`config.mk`:
```
export PLATFORM = sky130hd
export DESIGN_NAME = v1_filter_pulse_ctrl
export DESIGN_NICKNAME = d
export VERILOG_FILES = /design/src/rtl/v1_filter_pulse_ctrl_pkg.sv /design/src/rtl/v1_evt_outbuf.sv /design/src/rtl/v1_filter_pulse_ctrl.sv
export SDC_FILE = /design/constraint.sdc
export NUM_CORES = 1
export LEC_CHECK = 0
export CORE_UTILIZATION = 40
export CTS_CLUSTER_SIZE = 8
export DETAILED_ROUTE_END_ITERATION = 8
export PLACE_DENSITY = 0.65
export SKIP_CTS_REPAIR_TIMING = 1
export SLEW_MARGIN = 10
export SYNTH_ARGS = -nofsm -noshare
export SYNTH_HDL_FRONTEND = slang
export SYNTH_SLANG_ARGS = --single-unit
export TNS_END_PERCENT = 20
```
`constraint.sdc`:
```
create_clock -name clk -period 5.9 [get_ports clk]
set_clock_uncertainty 0.15 [all_clocks]
set_input_delay 1.18 -clock clk [delete_from_list [all_inputs] [get_ports clk]]
set_output_delay 1.18 -clock clk [all_outputs]
set_load 0.005 [all_outputs]
```
`src/rtl/v1_filter_pulse_ctrl_pkg.sv`:
```
// Shared constants, state encoding and event bundle for the
// variant-1 pulse-capture controller.
package v1_parameters;

    localparam int V1_DATA_W = 16;
    localparam int V1_TS_W   = 32;
    localparam int V1_DLY_W  = 8;

    localparam logic [1:0] ADDR_THRESH = 2'd0;
    localparam logic [1:0] ADDR_PEAK   = 2'd1;
    localparam logic [1:0] ADDR_HOLD   = 2'd2;
    localparam logic [1:0] ADDR_CTRL   = 2'd3;

    localparam logic signed [V1_DATA_W-1:0] RST_THRESH = 16'sd100;
    localparam logic [V1_DLY_W-1:0]         RST_PEAK   = 8'd8;
    localparam logic [V1_DLY_W-1:0]         RST_HOLD   = 8'd21;

    localparam int CTRL_EN_BIT  = 0;
    localparam int CTRL_CLR_BIT = 1;

    typedef enum logic [1:0] {
        IDLE,
        ARMED,
        PEAK,
        HOLD
    } state_t;

    typedef struct packed {
        logic signed [V1_DATA_W-1:0] amp;
        logic [V1_TS_W-1:0]          ts;
    } evt_t;

    function automatic logic [7:0] sat_inc8(input logic [7:0] v);
        return (v == 8'hFF) ? v : v + 8'd1;
    endfunction

endpackage

```
`src/rtl/v1_evt_outbuf.sv`:
```
// One-deep valid/ready event register; a sample that finds the
// stage full and not draining is dropped and counted.
module v1_evt_outbuf
    import v1_parameters::*;
(
    input  logic       clk,
    input  logic       reset,
    input  logic       i_load,
    input  evt_t       i_evt,
    input  logic       i_ready,
    output logic       o_valid,
    output evt_t       o_evt,
    output logic [7:0] o_drop_cnt
);

    logic       r_valid;
    evt_t       r_evt;
    logic [7:0] r_drop;

    // Load on empty or same-cycle pop, otherwise drop.
    always_ff @(posedge clk) begin
        if (reset) begin
            r_valid <= 1'b0;
            r_evt   <= '0;
            r_drop  <= 8'd0;
        end else if (i_load) begin
            if (!r_valid || i_ready) begin
                r_valid <= 1'b1;
                r_evt   <= i_evt;
            end else begin
                r_drop  <= sat_inc8(r_drop);
            end
        end else if (i_ready) begin
            r_valid <= 1'b0;
        end
    end

    assign o_valid    = r_valid;
    assign o_evt      = r_evt;
    assign o_drop_cnt = r_drop;

endmodule

```
`src/rtl/v1_filter_pulse_ctrl.sv`:
```
// Pulse-capture FSM, register file and shaper clear for the v1 shaper.
// Optional pile-up rejection is built when V1_PILEUP_REJECT_EN is defined.
module v1_filter_pulse_ctrl
    import v1_parameters::*;
#(
    parameter int SIZE_FILTER_DATA = V1_DATA_W,
    parameter int SIZE_TS          = V1_TS_W,
    parameter int SIZE_DELAY       = V1_DLY_W
) (
    input  logic                               clk,
    input  logic                               reset,
    input  logic                               cfg_we,
    input  logic [1:0]                         cfg_addr,
    input  logic [15:0]                        cfg_wdata,
    input  logic signed [SIZE_FILTER_DATA-1:0] filt_data,
    output logic                               filt_clr,
    output logic                               evt_valid,
    input  logic                               evt_ready,
    output logic signed [SIZE_FILTER_DATA-1:0] evt_amp,
    output logic [SIZE_TS-1:0]                 evt_ts,
    output logic [7:0]                         drop_cnt,
`ifdef V1_PILEUP_REJECT_EN
    output logic [7:0]                         pileup_cnt,
`endif
    output logic                               busy
);

    localparam logic [SIZE_DELAY-1:0] DLY_ONE = 1;

    logic signed [SIZE_FILTER_DATA-1:0] r_threshold;
    logic [SIZE_DELAY-1:0]              r_peak_delay;
    logic [SIZE_DELAY-1:0]              r_holdoff;
    logic                               r_enable;
    logic                               r_filt_clr;
    logic [SIZE_TS-1:0]                 r_ts;
    logic signed [SIZE_FILTER_DATA-1:0] r_prev;
    state_t                             r_state;
    logic [SIZE_DELAY-1:0]              r_cnt;
    logic [SIZE_TS-1:0]                 r_ts_lat;
    logic                               r_busy;

    logic                  w_cross;
    logic [SIZE_DELAY-1:0] w_hold_load;
    logic                  w_peak_done;
    logic                  w_direct;
    logic                  w_sample;
    logic                  w_pile_hit;
    logic                  w_load;
    evt_t                  w_evt;
    evt_t                  w_out;

    // Register file; clear bit is a pulse and never stored.
    always_ff @(posedge clk) begin
        if (reset) begin
            r_threshold  <= RST_THRESH;
            r_peak_delay <= RST_PEAK;
            r_holdoff    <= RST_HOLD;
            r_enable     <= 1'b0;
            r_filt_clr   <= 1'b0;
        end else begin
            r_filt_clr <= 1'b0;
            if (cfg_we) begin
                case (cfg_addr)
                    ADDR_THRESH: r_threshold  <= $signed(cfg_wdata);
                    ADDR_PEAK:   r_peak_delay <= cfg_wdata[SIZE_DELAY-1:0];
                    ADDR_HOLD:   r_holdoff    <= cfg_wdata[SIZE_DELAY-1:0];
                    default: begin
                        r_enable   <= cfg_wdata[CTRL_EN_BIT];
                        r_filt_clr <= cfg_wdata[CTRL_CLR_BIT];
                    end
                endcase
            end
        end
    end

    // Free-running timestamp and previous-sample history.
    always_ff @(posedge clk) begin
        if (reset) begin
            r_ts   <= '0;
            r_prev <= '0;
        end else begin
            r_ts   <= r_ts + 1'b1;
            r_prev <= filt_data;
        end
    end

    assign w_cross     = (filt_data >= r_threshold) && (r_prev < r_threshold);
    assign w_hold_load = (r_holdoff == '0) ? '0 : r_holdoff - DLY_ONE;
    assign w_peak_done = (r_state == PEAK) && (r_cnt == '0);
    assign w_direct    = (r_state == ARMED) && w_cross && (r_peak_delay == '0);
    assign w_sample    = r_enable && (w_peak_done || w_direct);

`ifdef V1_PILEUP_REJECT_EN
    logic       r_pile;
    logic [7:0] r_pileup_cnt;
    assign w_pile_hit = w_peak_done && (r_pile || w_cross);
    assign pileup_cnt = r_pileup_cnt;
`else
    assign w_pile_hit = 1'b0;
`endif

    assign w_load = w_sample && !w_pile_hit;

    // Direct samples carry the live timestamp, delayed ones the latch.
    always_comb begin
        w_evt     = '0;
        w_evt.amp = filt_data;
        w_evt.ts  = (r_state == PEAK) ? r_ts_lat : r_ts;
    end

    // Capture state machine with registered busy flag.
    always_ff @(posedge clk) begin
        if (reset) begin
            r_state  <= IDLE;
            r_cnt    <= '0;
            r_ts_lat <= '0;
            r_busy   <= 1'b0;
`ifdef V1_PILEUP_REJECT_EN
            r_pile       <= 1'b0;
            r_pileup_cnt <= 8'd0;
`endif
        end else if (!r_enable) begin
            r_state <= IDLE;
            r_busy  <= 1'b0;
`ifdef V1_PILEUP_REJECT_EN
            r_pile  <= 1'b0;
`endif
        end else begin
            case (r_state)
                IDLE: r_state <= ARMED;
                ARMED: begin
                    if (w_cross) begin
                        r_ts_lat <= r_ts;
                        r_busy   <= 1'b1;
                        if (r_peak_delay == '0) begin
                            r_state <= HOLD;
                            r_cnt   <= w_hold_load;
                        end else begin
                            r_state <= PEAK;
                            r_cnt   <= r_peak_delay - DLY_ONE;
                        end
                    end
                end
                PEAK: begin
                    if (r_cnt == '0) begin
                        r_state <= HOLD;
                        r_cnt   <= w_hold_load;
`ifdef V1_PILEUP_REJECT_EN
                        r_pile <= 1'b0;
                        if (w_pile_hit)
                            r_pileup_cnt <= sat_inc8(r_pileup_cnt);
`endif
                    end else begin
                        r_cnt <= r_cnt - DLY_ONE;
`ifdef V1_PILEUP_REJECT_EN
                        if (w_cross)
                            r_pile <= 1'b1;
`endif
                    end
                end
                HOLD: begin
                    if (r_cnt == '0) begin
                        r_state <= ARMED;
                        r_busy  <= 1'b0;
                    end else begin
                        r_cnt <= r_cnt - DLY_ONE;
                    end
`ifdef V1_PILEUP_REJECT_EN
                    if (w_cross) begin
                        r_state      <= HOLD;
                        r_busy       <= 1'b1;
                        r_cnt        <= w_hold_load;
                        r_pileup_cnt <= sat_inc8(r_pileup_cnt);
                    end
`endif
                end
                default: r_state <= IDLE;
            endcase
        end
    end

    v1_evt_outbuf u_outbuf (
        .clk        (clk),
        .reset      (reset),
        .i_load     (w_load),
        .i_evt      (w_evt),
        .i_ready    (evt_ready),
        .o_valid    (evt_valid),
        .o_evt      (w_out),
        .o_drop_cnt (drop_cnt)
    );

    assign evt_amp  = w_out.amp;
    assign evt_ts   = w_out.ts;
    assign filt_clr = r_filt_clr;
    assign busy     = r_busy;

endmodule

```
After elaboration in Yosys (flattened, before gate mapping)
Index checks and enable logic that the tools add are counted.

Register bits: 182. Input port bits: 38. Output and inout port bits: 59.

$add $sub $neg: 5. Order comparisons: 2. Equal/unequal tests: 11. Muxes and demuxes: 18. Bitwise operators: 5. Reductions and logical operators: 30.

Operators with widths (count): $mux 8 (5); $add 32x1->32 const B (1); $mux 32 (1); $logic_not 8->1 (3); $pmux 8 s3 (1); $sub 8x1->8 const B (3); $ge 16x16->1 (1); $lt 16x16->1 (1); $reduce_and 2->1 (6); $reduce_and 3->1 (4); $add 8x1->8 const B (1); $eq 8x8->1 const B (1); $ne 2x2->1 const B (4); $pmux 2 s4 (1); $eq 2x2->1 const B (3); $mux 1 (6); $mux 2 (3); $logic_and 1x1->1 (5); $not 1->1 (5); $reduce_or 5->1 (1); $eq 2x1->1 const B (2); $logic_not 2->1 (2); $reduce_and 4->1 (1); $reduce_bool 2->1 (2); 7 further kinds (8).

Depth between registers and ports, before layout
Gate-level depths: netlist (run 1).

Depth in word-level cells: 8. Mapped depth: 12. Gate-level depth less buffers: 10.

Modules after synthesis
From an unflattened synthesis (run 1), not the netlist that was laid out.

Cells, all modules: 1003. Area total of the unflattened synthesis: 8623.3 um^2.

By module, submodules not included: v1_filter_pulse_ctrl (instances 1, cells an instance 729, area an instance 6322.3 um^2); v1_evt_outbuf (instances 1, cells an instance 274, area an instance 2301.0 um^2).

Least setup slack after synthesis (run 1)
Ideal clock, no wire load.

Path type: input to register. Start point: in filt_data[1]. End point: reg u_outbuf.r_evt (netlist bit u_outbuf.o_evt[19]). Arrival time: 3.097 ns. Data required time: 5.622 ns. Setup slack: 2.525 ns. Stages: 11. Cell sequence: ha_1 > nor2b_1 > o211ai_1 > a2111oi_0 > o31a_1 > nor2_1 > o41ai_4 > buf_6 > buf_8 > mux2i_1 > nor2_1.

Longest elaborated chain between the ends: 7.

Ends and longest elaborated chain: start: declaration (line v1_filter_pulse_ctrl.sv:15) `input logic signed [SIZE_FILTER_DATA-1:0] filt_data,`; $ge 16x16->1 (line v1_filter_pulse_ctrl.sv:87) `assign w_cross = (filt_data >= r_threshold) && (r_prev < r_threshold);`; $logic_and 1x1->1 (line v1_filter_pulse_ctrl.sv:87); $logic_and 1x1->1 (2 in a row) (line v1_filter_pulse_ctrl.sv:90) `assign w_direct = (r_state == ARMED) && w_cross && (r_peak_delay == '0);`; $logic_or 1x1->1 (line v1_filter_pulse_ctrl.sv:91) `assign w_sample = r_enable && (w_peak_done || w_direct);`; $logic_and 1x1->1 (line v1_filter_pulse_ctrl.sv:91); $reduce_and 2->1 (no line); end signal: assignment (line v1_evt_outbuf.sv:29) `r_evt <= i_evt;`; end: declaration (line v1_evt_outbuf.sv:17) `evt_t r_evt;`.

No other way between the ends. A chain may end at the register's enable or synchronous reset.

Worst setup path in the final report (run 1)
Start point: in filt_data[13]. End point: reg r_ts_lat[13].

Longest elaborated chain between the ends: 3.

Ends and longest elaborated chain: $ge 16x16->1 (line v1_filter_pulse_ctrl.sv:87); $logic_and 1x1->1 (line v1_filter_pulse_ctrl.sv:87); $reduce_and 3->1 (no line); end signal: assignment (line v1_filter_pulse_ctrl.sv:133) `r_ts_lat <= r_ts;`; end: declaration (line v1_filter_pulse_ctrl.sv:39) `logic [SIZE_TS-1:0] r_ts_lat;`.

No other way between the ends.

==> run_summary.xml, run 1 <==
<?xml version="1.0" encoding="UTF-8"?>
<metrics>
  <group name="status">
    <metric name="result_of_the_run" unit="">finished clean</metric>
  </group>
  <group name="layout">
    <metric name="finalInstanceArea" unit="µm²">10100</metric>
    <metric name="insertedDiodeCount" unit="">0</metric>
    <metric name="area.growth.synth_to_final" unit="%">21.1</metric>
    <metric name="finalNonFillerCells" unit="">1296</metric>
    <metric name="drive_above_1_share" unit="%">7.99</metric>
    <metric name="finish.net_count" unit="">1091</metric>
  </group>
  <group name="yosys">
    <metric name="syn_area" unit="µm²">8340</metric>
    <metric name="synth.most_common_cell" unit="">dfxtp_1</metric>
    <metric name="yosys_reg_bits" unit="">182</metric>
    <metric name="synth_edf_count" unit="">0</metric>
    <metric name="synth_flop_cell" unit="">dfxtp_1</metric>
    <metric name="synthDominantCellAreaShare" unit="%">43.7</metric>
    <metric name="synth_area_per_cell" unit="µm²">8.90</metric>
    <metric name="synth.top_cells.by_count" unit="">182 x dfxtp_1, 119 x nor2_1, 97 x nand2_1</metric>
    <metric name="yosysWarnings" unit="">0</metric>
    <metric name="netlist_top_cells_area" unit="">dfxtp_1 44%, mux2i_1 7.2%, ha_1 6.0%</metric>
    <metric name="synthDistinctLibCells" unit="">52</metric>
    <metric name="seq_area_frac_synth" unit="%">43.7</metric>
    <metric name="synthCells" unit="">937</metric>
    <metric name="synth_area_leader_cell" unit="">dfxtp_1</metric>
    <metric name="synth_nets" unit="">1015</metric>
    <metric name="asyncSetResetFlopFracSynth" unit="%">0</metric>
  </group>
  <group name="floorplanning">
    <metric name="fp.dieW" unit="µm">146</metric>
    <metric name="top_level_ports" unit="">97</metric>
    <metric name="core_area" unit="µm²">20400</metric>
    <metric name="floorplan.rows" unit="">52</metric>
    <metric name="initial_utilization" unit="%">40.9</metric>
    <metric name="die_height" unit="µm">146</metric>
    <metric name="floorplan.die_area" unit="µm²">21400</metric>
  </group>
  <group name="placed_design">
    <metric name="portBuffers" unit="">96</metric>
    <metric name="hpwlAfterDp" unit="µm">12600</metric>
    <metric name="finalWeightedCongestion" unit="">0.793</metric>
    <metric name="place_inst" unit="">1264</metric>
    <metric name="placed_cell_area" unit="µm²">9490</metric>
  </group>
  <group name="min_path">
    <metric name="hp-start" unit="">r_threshold[14]$_SDFFE_PP0P_</metric>
    <metric name="min_delay_path_depth" unit="">2</metric>
    <metric name="hold_class" unit="">reg2reg</metric>
    <metric name="min_to" unit="">r_threshold[14]$_SDFFE_PP0P_</metric>
  </group>
  <group name="sta">
    <metric name="worst_pin_slew" unit="ps">1060</metric>
    <metric name="final.min_clock_period" unit="ps">4030</metric>
    <metric name="final-setup-viol-count" unit="">0</metric>
    <metric name="fin_setup_tns" unit="ps">0</metric>
    <metric name="slew_violations" unit="">0</metric>
    <metric name="slew_headroom" unit="%">28.9</metric>
    <metric name="timing.hold.ws" unit="ps">307</metric>
    <metric name="rsz0062_at_grt" unit="">no</metric>
    <metric name="period_share" unit="%">68.2</metric>
    <metric name="final-hold-violation-count" unit="">0</metric>
    <metric name="fmax" unit="GHz">0.248</metric>
  </group>
  <group name="worst_setup_path">
    <metric name="critPathArrivalTime" unit="ps">4150</metric>
    <metric name="crit_family" unit="">compound AO/OA/AOI/OAI gates</metric>
    <metric name="timing.critical_path.slowest_stage_cell" unit="">o22ai_2</metric>
    <metric name="regToRegEndpoint" unit="">r_ts_lat[13]$_SDFFE_PP0P_</metric>
    <metric name="worstPathCellList" unit="">clkdlybuf4s50_1 -&gt; ha_1 -&gt; a21o_1 -&gt; a21oi_1 -&gt; nand2_1 -&gt; o31a_1 -&gt; o22ai_2 -&gt; buf_4 -&gt; nor2_2 -&gt; buf_4 -&gt; nand2_1 -&gt; a21oi_1</metric>
    <metric name="cp_slowest_stage_delay" unit="ps">560</metric>
    <metric name="worstSetupStartpointType" unit="">primary input</metric>
    <metric name="rr_worst_depth" unit="">12</metric>
    <metric name="worst_r2r_startpoint" unit="">r_threshold[2]$_SDFFE_PP1P_</metric>
    <metric name="cp_num_cells" unit="">12</metric>
    <metric name="worstSetupEndpointType" unit="">register</metric>
    <metric name="crit_type" unit="">in2reg</metric>
    <metric name="worstPathMaxFanout" unit="">32</metric>
    <metric name="setup.reg_to_reg.worst_slack" unit="ps">2620</metric>
    <metric name="required_worst_endpoint" unit="ps">6030</metric>
    <metric name="critical_path.n_buffers_inverters" unit="">3</metric>
  </group>
  <group name="grt">
    <metric name="grt_start_max_net_pins" unit="">94</metric>
    <metric name="grt_first_pass_wirelength" unit="µm">31600</metric>
    <metric name="antenna_found_initial" unit="">0</metric>
    <metric name="grt_overflow" unit="">0</metric>
    <metric name="via_count_of_the_first_global_routing_pass" unit="">6266</metric>
    <metric name="grt_util_all_layers" unit="%">18.0</metric>
  </group>
  <group name="job">
    <metric name="max_cap_violations" unit="">0</metric>
  </group>
  <group name="clock_tree">
    <metric name="cts_tree" unit="">yes</metric>
    <metric name="htreeDepth" unit="">4</metric>
    <metric name="clk_path_buf_depth" unit="">2</metric>
    <metric name="cts.reportedPaths.clkPinSlew" unit="ps">70</metric>
    <metric name="clock_sink_count" unit="">182</metric>
    <metric name="insertion_delay" unit="ps">440</metric>
    <metric name="cts_made_buffers" unit="">17</metric>
    <metric name="clk_root_buffer_cell" unit="">clkbuf_16</metric>
  </group>
  <group name="power_and_ir_drop">
    <metric name="power_per_cell_area" unit="nW/µm²">256</metric>
    <metric name="leakagePower" unit="nW">3.70</metric>
    <metric name="p_total" unit="mW">2.58</metric>
    <metric name="vdd.ir_drop.worst" unit="V">0.000219</metric>
  </group>
  <group name="detailed_routing">
    <metric name="drt_first_iter_violations" unit="">419</metric>
    <metric name="postRouteAntennaNets" unit="">0</metric>
    <metric name="totalWireLength" unit="µm">18600</metric>
    <metric name="drt_drc_violations_left" unit="">0</metric>
    <metric name="route.vias.total" unit="">6654</metric>
    <metric name="avgRoutedWirePerCell" unit="µm">14.3</metric>
    <metric name="drt-vias-per-instance" unit="">5.13</metric>
    <metric name="drtPass1Iterations" unit="">5</metric>
  </group>
</metrics>
registers in the layout, summed over array words and instances (netlist names), 2 cells and up:
name                 flops
r_threshold             16
u_outbuf.o_evt          48
r_cnt                    8
r_holdoff                8
u_outbuf.o_drop_cnt      8
r_ts                    32
r_peak_delay             8
r_prev                  16
r_ts_lat                32
r_state                  2
how the worst max path moves through the flow:
stage,to,start
finish,r_ts_lat[13]$_SDFFE_PP0P_,filt_data[13]
global route,r_ts_lat[20]$_SDFFE_PP0P_,filt_data[13]
CTS,r_ts_lat[13]$_SDFFE_PP0P_,filt_data[13]
detailed placement,r_ts_lat[13]$_SDFFE_PP0P_,filt_data[13]
global placement,r_ts_lat[26]$_SDFFE_PP0P_,filt_data[1]
floorplan,u_outbuf.o_evt[19]$_SDFFE_PP0P_,filt_data[1]
cells by family after synthesis:
kind of cell / share of synthesized area, %
simple gates: 18.1
flops: 43.7
compound gates: 12.5
mux: 11.4
buf+inv: 4.17
xor+xnor: 4.20
fa+ha+maj: 6.00
cells in the final DEF (no fill, tap or decap), types with 11 or more instances in the layout:
cell type and instances:
mux2_2 31, a21oi_1 74, clkdlybuf4s50_1 95, xor2_1 30, nand3_1 27, nand4_1 11
mux2i_1 60, inv_1 36, or3_1 14, nor2b_1 19, o21ai_0 49, nor2_1 118
ha_1 40, nand2_1 97, dfxtp_1 182, clkbuf_16 17, nor3_1 14
per-stage QoR:
stage	util, %	setup slack (ps)
after floorplan	-	2530
after global placement	46.6	1500
after detailed placement	46.6	1440
after CTS	49.6	1890
after global routing	49.6	1740
final	49.6	1870
metal layers:
| layer | GRT usage [%] | wire length [µm] |
|---|---|---|
| met5 | 0 | 0 |
| met3 | 4.09 | 700 |
| met4 | 3.75 | 136 |
| met2 | 28.5 | 8510 |
| met1 | 24.9 | 9250 |
where the power goes:
group | internal [mW] | switching [mW]
Clock | 0.610 | 0.550
Combinational | 0.0732 | 0.0964
Sequential | 1.24 | 0.0118
tightest hold or removal path: cells and delay by family (launching register included):
kind	cells	cell delay (ps)
compound gates	1	50
simple gates	1	50
flops	1	310
final cells by class:
class                   instances  area, µm²
fillers                      1890      10300
multi-input cells             673       4350
flip-flops and latches        182       3640
repair buffers                103       1020
clock buffers                  17        425
well taps                     270        338
clock inverters                15        179
inverters                      36        135
(Power assumes the default switching activity.)
==> inputs of run 2 (changes only) <==
- PLACE_DENSITY: 0.65 -> 0.68
- clock period: 5.9 -> 3.6 ns (I/O delays scaled with it)
==> run 2 against run 1 <==
Net effect: first-iteration DRC count shrank 12%; final area increased by 2.1%; combinational power rose by 73%; wire length up 0.37%; register-to-register slack worse by 2000 ps; critical path depth unchanged; power up 62%; non-clock buffer count is 24 higher; flip-flop and latch count unchanged.
==> run_summary.xml, run 2 (synthesis gave the netlist of run 1 again) <==
<?xml version="1.0" encoding="UTF-8"?>
<metrics>
  <group name="status">
    <metric name="result_of_the_run" unit="">finished clean</metric>
  </group>
  <group name="placed_design">
    <metric name="place_inst" unit="">1288</metric>
    <metric name="placed_cell_area" unit="µm²">9740</metric>
    <metric name="portBuffers" unit="">96</metric>
    <metric name="finalWeightedCongestion" unit="">0.821</metric>
    <metric name="hpwlAfterDp" unit="µm">13100</metric>
  </group>
  <group name="layout">
    <metric name="finalNonFillerCells" unit="">1319</metric>
    <metric name="area.growth.synth_to_final" unit="%">23.7</metric>
    <metric name="layout.area.seq" unit="µm²">3640</metric>
    <metric name="layout_commonest_cell" unit="">dfxtp_1</metric>
    <metric name="flip_flop_count_of_the_largest_register_after_layout" unit="">48</metric>
    <metric name="fin_util" unit="%">50.6</metric>
    <metric name="most_used_cells_in_the_layout_excluding_fill_and_tap_cells" unit="">182 x dfxtp_1, 118 x nor2_1, 97 x nand2_1, 95 x clkdlybuf4s50_1, 74 x a21oi_1</metric>
    <metric name="finalInstanceArea" unit="µm²">10300</metric>
    <metric name="multi_input_gate_area_in_the_final_layout" unit="µm²">4350</metric>
    <metric name="fillCellCount" unit="">1895</metric>
    <metric name="insertedDiodeCount" unit="">0</metric>
    <metric name="finish.net_count" unit="">1115</metric>
    <metric name="drive_above_1_share" unit="%">9.72</metric>
  </group>
  <group name="power_and_ir_drop">
    <metric name="cell_internal_pwr" unit="mW">3.22</metric>
    <metric name="vdd.ir_drop.worst" unit="V">0.000335</metric>
    <metric name="power.sequential.fraction" unit="%">49.1</metric>
    <metric name="p_total" unit="mW">4.19</metric>
    <metric name="leakagePower" unit="nW">3.81</metric>
    <metric name="netSwitchingFraction" unit="%">23.3</metric>
    <metric name="power_frac_comb" unit="%">7.0</metric>
    <metric name="p_sw" unit="mW">0.975</metric>
    <metric name="power_per_cell_area" unit="nW/µm²">407</metric>
    <metric name="p_clk_share" unit="%">43.9</metric>
  </group>
  <group name="sta">
    <metric name="fmax" unit="GHz">0.307</metric>
    <metric name="slew_violations" unit="">0</metric>
    <metric name="final.min_clock_period" unit="ps">3250</metric>
    <metric name="worst_pin_slew" unit="ps">737</metric>
    <metric name="period_share" unit="%">90.3</metric>
    <metric name="slew_headroom" unit="%">50.9</metric>
    <metric name="timing.hold.ws" unit="ps">309</metric>
    <metric name="final-setup-viol-count" unit="">0</metric>
    <metric name="rsz0062_at_grt" unit="">no</metric>
    <metric name="final-hold-violation-count" unit="">0</metric>
  </group>
  <group name="worst_setup_path">
    <metric name="worstPathMaxFanout" unit="">12</metric>
    <metric name="worstSetupEndpointType" unit="">register</metric>
    <metric name="crit_type" unit="">in2reg</metric>
    <metric name="required_worst_endpoint" unit="ps">3730</metric>
    <metric name="critPathArrivalTime" unit="ps">3390</metric>
    <metric name="worstSetupStartpointType" unit="">primary input</metric>
  </group>
  <group name="detailed_routing">
    <metric name="drt-vias-per-instance" unit="">5.10</metric>
    <metric name="avgRoutedWirePerCell" unit="µm">14.2</metric>
    <metric name="postRouteAntennaNets" unit="">0</metric>
    <metric name="drt_drc_violations_left" unit="">0</metric>
    <metric name="totalWireLength" unit="µm">18700</metric>
    <metric name="route.vias.total" unit="">6731</metric>
    <metric name="drtPass1Iterations" unit="">6</metric>
    <metric name="drt_first_iter_violations" unit="">369</metric>
  </group>
  <group name="grt">
    <metric name="grt_first_pass_wirelength" unit="µm">31400</metric>
    <metric name="via_count_of_the_first_global_routing_pass" unit="">6402</metric>
    <metric name="antenna_found_initial" unit="">0</metric>
    <metric name="grt_overflow" unit="">0</metric>
    <metric name="grt_start_max_net_pins" unit="">70</metric>
    <metric name="grt_util_all_layers" unit="%">18.0</metric>
  </group>
  <group name="job">
    <metric name="max_cap_violations" unit="">0</metric>
  </group>
  <group name="floorplanning">
    <metric name="initial_utilization" unit="%">40.9</metric>
    <metric name="fp.dieW" unit="µm">146</metric>
    <metric name="floorplan.die_area" unit="µm²">21400</metric>
    <metric name="top_level_ports" unit="">97</metric>
    <metric name="die_height" unit="µm">146</metric>
    <metric name="floorplan.rows" unit="">52</metric>
    <metric name="core_area" unit="µm²">20400</metric>
  </group>
  <group name="clock_tree">
    <metric name="clk_root_buffer_cell" unit="">clkbuf_16</metric>
    <metric name="clock_sink_count" unit="">182</metric>
    <metric name="insertion_delay" unit="ps">420</metric>
    <metric name="cts_made_buffers" unit="">17</metric>
    <metric name="clk_path_buf_depth" unit="">2</metric>
    <metric name="cts.reportedPaths.clkPinSlew" unit="ps">60</metric>
    <metric name="htreeDepth" unit="">4</metric>
    <metric name="cts_tree" unit="">yes</metric>
  </group>
  <group name="min_path">
    <metric name="hold_class" unit="">reg2reg</metric>
  </group>
</metrics>
## run 2: changes by cell type in the layout (fill, tap and decap cells not counted), sizes merged
cell	delta
inv	-6
clkbuf	+4
clkinv	-1
clkinvlp	+1
bufinv	+1
buf	+24
## run 2: layer usage
layer / global-route usage (%) / part of all wire [%]
met4: 4.32 / 0.85
met3: 3.47 / 4.0
met1: 24.5 / 50
met2: 29.2 / 46
met5: 0 / 0
## run 2: worst max-delay path: stages
cell             delay [ps]
clkdlybuf4s50_1         450
ha_1                    320
nor2b_1                 130
o211ai_1                 90
a2111oi_0               440
o31a_1                  220
nor2_1                   90
o41ai_4                 310
buf_12                  190
buf_12                  160
mux2i_1                 190
nor2_1                   50
## run 2: cell type report
type	instances	area share, %
well taps	270	3.28
clock buffers	21	4.37
inverters	36	1.31
clock inverters	10	1.20
repair buffers	127	12.3
multi-input cells	673	42.2
flip-flops and latches	182	35.3
## run 2: power by group through the flow
| stage | Combinational, mW | Sequential, mW | Clock, mW |
|---|---|---|---|
| after floorplan | 0.174 | 2.10 | 0 |
| after detailed placement | 0.294 | 2.10 | 0 |
| final | 0.294 | 2.06 | 1.84 |
| after CTS | 0.296 | 2.06 | 1.88 |
| after global routing | 0.327 | 2.06 | 1.97 |
| after global placement | 0.292 | 2.10 | 0 |
## run 2: metrics by stage
step,setup WS (ps),setup TNS [ps]
floorplan,685,0
global placement,-77.7,-2270
detailed placement,-110,-3900
CTS,322,0
global route,149,0
finish,348,0
## run 2: final timing paths
kind | slack (ps) | endpoint | startpoint | depth (start not counted)
hold reg to reg | 310 | r_threshold[14]$_SDFFE_PP0P_ | r_threshold[14]$_SDFFE_PP0P_ | 2
setup / recovery | 350 | u_outbuf.o_evt[4]$_SDFFE_PP0P_ | filt_data[1] | 12
hold / removal | 310 | r_threshold[14]$_SDFFE_PP0P_ | r_threshold[14]$_SDFFE_PP0P_ | 2
setup reg to reg | 650 | u_outbuf.o_evt[4]$_SDFFE_PP0P_ | r_threshold[1]$_SDFFE_PP0P_ | 11
